File: src/rtl/cdb_arbiter.sv
// cdb_arbiter: per-source result FIFOs feeding a round-robin arbiter that
// drives one registered common-data-bus broadcast per cycle.
package cdb_pkg;
    typedef struct packed {
        logic [5:0]  rob_idx;
        logic [5:0]  pd_s;
        logic [4:0]  rd_s;
        logic [31:0] rd_v;
        logic        valid;
        logic [31:0] inst;
    } cdb_t;
endpackage

module cdb_arbiter
    import cdb_pkg::*;
#(
    parameter int NUM_SRC    = 3,
    parameter int FIFO_DEPTH = 2
) (
    input  logic               clk,
    input  logic               rst,
    input  logic               flush,
    input  logic [NUM_SRC-1:0] src_valid,
    output logic [NUM_SRC-1:0] src_ready,
    input  cdb_t [NUM_SRC-1:0] src_data,
    output cdb_t               cdb_out
);
    localparam int AW = $clog2(FIFO_DEPTH);
    localparam int CW = AW + 1;
    localparam int PW = NUM_SRC > 1 ? $clog2(NUM_SRC) : 1;

    cdb_t               mem   [NUM_SRC][FIFO_DEPTH];
    logic [AW-1:0]      head  [NUM_SRC];
    logic [AW-1:0]      tail  [NUM_SRC];
    logic [CW-1:0]      count [NUM_SRC];
    logic [PW-1:0]      rr_ptr;
    logic [PW-1:0]      winner;
    logic               grant;
    logic [NUM_SRC-1:0] push;
    logic [NUM_SRC-1:0] pop;
    cdb_t               win_data;

    function automatic logic [PW-1:0] rr_idx(input logic [PW-1:0] base, input int k);
        return PW'((int'(base) + k) % NUM_SRC);
    endfunction

    always_comb begin
        for (int i = 0; i < NUM_SRC; i++) begin
            src_ready[i] = count[i] < CW'(FIFO_DEPTH);
        end
        push = src_valid & src_ready & {NUM_SRC{~flush}};
    end

    // Scan downward so the closest non-empty source after rr_ptr wins last.
    always_comb begin
        grant  = 1'b0;
        winner = '0;
        for (int k = NUM_SRC - 1; k >= 0; k--) begin
            if (count[rr_idx(rr_ptr, k)] != '0) begin
                grant  = 1'b1;
                winner = rr_idx(rr_ptr, k);
            end
        end
        pop      = grant ? NUM_SRC'(1) << winner : '0;
        win_data = mem[winner][head[winner]];
    end

    always_ff @(posedge clk or posedge rst) begin
        if (rst) begin
            for (int i = 0; i < NUM_SRC; i++) begin
                count[i] <= '0;
                head[i]  <= '0;
                tail[i]  <= '0;
            end
            rr_ptr  <= '0;
            cdb_out <= '0;
        end else if (flush) begin
            for (int i = 0; i < NUM_SRC; i++) begin
                count[i] <= '0;
                head[i]  <= '0;
                tail[i]  <= '0;
            end
            rr_ptr        <= '0;
            cdb_out.valid <= 1'b0;
        end else begin
            for (int i = 0; i < NUM_SRC; i++) begin
                if (push[i]) tail[i] <= tail[i] + 1'b1;
                if (pop[i]) head[i] <= head[i] + 1'b1;
                count[i] <= count[i] + CW'(push[i]) - CW'(pop[i]);
            end
            if (grant) begin
                cdb_out       <= win_data;
                cdb_out.valid <= 1'b1;
                rr_ptr        <= winner == PW'(NUM_SRC - 1) ? '0 : winner + 1'b1;
            end else begin
                cdb_out.valid <= 1'b0;
            end
        end
    end

    // Storage needs no reset: an entry is only read once its count covers it.
    always_ff @(posedge clk) begin
        for (int i = 0; i < NUM_SRC; i++) begin
            if (push[i]) mem[i][tail[i]] <= src_data[i];
        end
    end
endmodule

File: config.mk
export PLATFORM = sky130hd
export DESIGN_NAME = cdb_arbiter
export DESIGN_NICKNAME = d
export VERILOG_FILES = /design/src/rtl/cdb_arbiter.sv
export SDC_FILE = /design/constraint.sdc
export NUM_CORES = 1
export LEC_CHECK = 0
export BUFFER_PORTS_ARGS = -buffer_cell sky130_fd_sc_hd__buf_2
export CORE_MARGIN = 2
export CORE_UTILIZATION = 50
export CTS_CLUSTER_DIAMETER = 30
export DETAILED_ROUTE_END_ITERATION = 10
export MAX_ROUTING_LAYER = met4
export PLACE_DENSITY = 0.71
export SYNTH_ARGS = -nofsm -noshare
export SYNTH_HDL_FRONTEND = slang
export SYNTH_SLANG_ARGS = --single-unit
File: constraint.sdc
create_clock -name clk -period 4.8 [get_ports clk]
set_input_delay 0 -clock clk [delete_from_list [all_inputs] [get_ports clk]]
set_output_delay 0 -clock clk [all_outputs]
set_load 0.02 [all_outputs]
==> results by group <==
Timing
  – Setup TNS: 0 ns
  – Crit share post-route: 81.8%
  – Max-slew violations: 0
  – Final Skew: 0.0202 ns
  – Minimum clock period: 3.92 ns
  – Hold Violations, Final: 0
  – Final worst slack: 0.876 ns
  – Setup-failing EPs final: 0
  – Peak Freq: 255 MHz
  – Rel. slew slack: 21.8%
  – Worst-Margin Slew: 1.17 ns
  – RSZ-0062 raised after global routing: no

Layout
  – Fill cell count: 2799
  – Nets: 2386
  – Area grow syn2layout: 38.3%
  – Post-Layout Cell Count: 2822
  – Share of layout cells above drive strength 1: 24.9%

Die
  – Boundary Pins: 337
  – Floorplan core area: 43900 um2
  – FP Rows: 77
  – Die area: 46000 um2
  – Die height: 214 um
  – Initial Util: 50.4%
  – Die X: 214 um

Synth
  – Synth cell count leaders: 486 x edfxtp_1, 332 x nand2_1, 98 x nor2_1, 96 x dfrtp_1, 86 x a21oi_1
  – Async SR Flop Fraction: 16.5%
  – Post-Synthesis Cells: 1521
  – Sequential area share after synthesis: 76.8%
  – Post-synth EDFFs: 486
  – Ranking of synthesized cells by area: edfxtp_1 66%, dfrtp_1 11%, nand2_1 5.6%
  – Main flop type after synthesis: edfxtp_1
  – Avg Cell Area, Syn: 14.6 um2
  – Cell Area, Synth: 22100 um2
  – Yosys top cell by area: edfxtp_1
  – Warnings, synthesis: 0
  – Yosys cell types: 37
  – #FFs+latches synth: 582
  – Count leader, synth: edfxtp_1
  – Top-area cell type share of the netlist area: 65.9%
  – Syn nets: 1782

Place
  – Gpl congestion: 0.847
  – Hpwl dp: 33.3 mm
  – I/O Buffers: 333
  – Pre-CTS setup slack: 1.03 ns
  – Placed instance count: 2361

Routing
  – Routed length per placed instance: 24.0 um
  – First-pass iteration count of the detailed router: 5
  – Routed Antenna Nets: 0
  – Vias per inst: 5.86
  – Remaining DRCs: 0
  – Routed WL: 67.9 mm
  – Initial DRC Count: 1530
  – Vias: 16500

CTS
  – H-tree Lvls: 3
  – Post-CTS Resized: 0
  – Setup Fix Bufs, Post-CTS: 0
  – Clock slew seen by the registers of the worst setup and hold paths: 0.05 ns
  – Clock latency on the worst-skew pair: 0.63 ns
  – Clk sinks: 582
  – Total CTS buffers: 105
  – Maximum root-to-sink buffer count: 3
  – Clock Tree Root: clkbuf_16
  – Post-CTS Hold Buffers: 249
  – CTS tree: built

Setup path
  – Buffer and inverter count on the worst path: 3
  – Worst Setup End Kind: flip-flop
  – Peak per-stage delay on the critical path: 0.73 ns
  – Startpoint types: flip-flop
  – Crit path kind: flip-flop to flip-flop
  – Family with the most delay on the worst path: compound AO/OA/AOI/OAI gates
  – Slowest CP cell: a211oi_4
  – CP arrival: 4.48 ns
  – CP cell instances: inv_1, ha_1, nor3b_1, o2111ai_1, and2_4, inv_4, nor2_1, a211oi_4, buf_12, a221o_1
  – Critical path required time: 5.36 ns
  – Max FO, Critical Path: 72

GRT
  – Global route overflow: 0
  – Global-route wire length before repair: 101 mm
  – Gr usage total: 30.3%
  – Pin count of the biggest net entering global routing: 135
  – Met3 Track Usage GR: 6.85%
  – GR Util met1: 34.9%
  – Initial antenna violation count: 11
  – Vias in the first global route: 17400
  – Met2 Usage GRT: 50.5%
  – GR peak layer: met2

Job
  – Max cap viols: 0

Hold path
  – Hold WC Path Type: primary input to flip-flop

Pwr
  – Worst vdd ir: 752 uV
  – Leakage: 11.6 nW
  – Cell Pwr Density: 715 nW/um2
  – Overall power: 21.9 mW

Run status
  – Outcome: finished, final reports clean
-- sequential cells by signal, summed over array words and instances, names as in the netlist --
name	cells
tail	3
head	3
mem	486
cdb_out	82
rr_ptr	2
count	6
-- placed cells by master, fill, tap and decap left out, drive strengths merged, types with 2 or more instances in the layout --
master / netlist / final
nor2: 98 / 98
nor2b: 6 / 6
a31o: 2 / 2
dlygate4sd3: 0 / 249
nor3: 4 / 4
a211oi: 4 / 4
edfxtp: 486 / 486
buf: 57 / 357
clkinvlp: 0 / 22
inv: 13 / 18
a211o: 2 / 2
a21boi: 2 / 2
nand2b: 3 / 3
ha: 9 / 9
a221oi: 81 / 81
clkinv: 0 / 31
diode: 0 / 13
and3: 3 / 3
dfrtp: 96 / 96
a221o: 81 / 81
and2: 2 / 2
clkbuf: 52 / 126
a31oi: 81 / 81
xnor2: 11 / 11
bufinv: 0 / 15
o22ai: 2 / 2
nand2: 332 / 332
a21oi: 87 / 87
-- final timing paths --
check	startpoint	to	slack, ns	cells past startpoint
setup / recovery	rr_ptr[0]$_DFFE_PP0P_	cdb_out[49]$_DFFE_PP0P_	0.88	10
hold / removal	src_data[212]	mem[2][130]$_DFFE_PP_	0.09	2
setup reg to reg	rr_ptr[0]$_DFFE_PP0P_	cdb_out[49]$_DFFE_PP0P_	0.88	10
hold reg to reg	cdb_out[4]$_DFFE_PP0P_	cdb_out[4]$_DFFE_PP0P_	0.51	1
max in group asynchronous	rst	cdb_out[33]$_DFFE_PP0P_	3.13	5
min in group asynchronous	rst	cdb_out[32]$_DFF_PP0_	0.57	4
-- cell type report --
type / count / area [um2] / area share, %
multi-input combinational: 817 / 4650 / 15.2
inverter: 13 / 53.8 / 0.176
timing repair buffer: 606 / 4440 / 14.5
antenna: 13 / 32.5 / 0.106
sequential: 582 / 17000 / 55.5
clock buffer: 126 / 2880 / 9.42
tap: 592 / 741 / 2.42
clock inverter: 73 / 822 / 2.68
-- power breakdown --
part | internal, mW | switching, mW
Sequential | 6.33 | 0.355
Clock | 5.08 | 2.54
Combinational | 2.49 | 5.09
-- through the flow --
| step | hold WS, ns | instance area (um2) | utilization, % |
|---|---|---|---|
| 2_1_floorplan | 0.0656 | 22100 | - |
| 3_3_place_gp | 0.108 | 24400 | 55.5 |
| 3_5_place_dp | 0.105 | 24400 | 55.5 |
| 4_1_cts | 0.0520 | 30600 | 69.6 |
| 5_1_grt | 0.0663 | 30600 | 69.7 |
| 6_report | 0.0887 | 30600 | 69.7 |
-- logic make-up (layout without fill, tap and decap cells) --
group	count (synthesis)	in the layout	synth area share, %
buffers and inverters	122	818	2.62
other	0	13	0
flip-flops	582	582	76.8
AO/OA/AOI/OAI	346	346	11.8
adder cells (fa/ha/maj)	9	9	0.509
XOR/XNOR	11	11	0.435
AND/OR/NAND/NOR	451	451	7.89
-- layer usage --
metal  up-vias  routed length [um]
li1       7069                   -
met1      8088               24400
met2      1149               34100
met3       228                6720
met4         0                2670
met5         -                   0
Power figures use the tool's default switching activity.
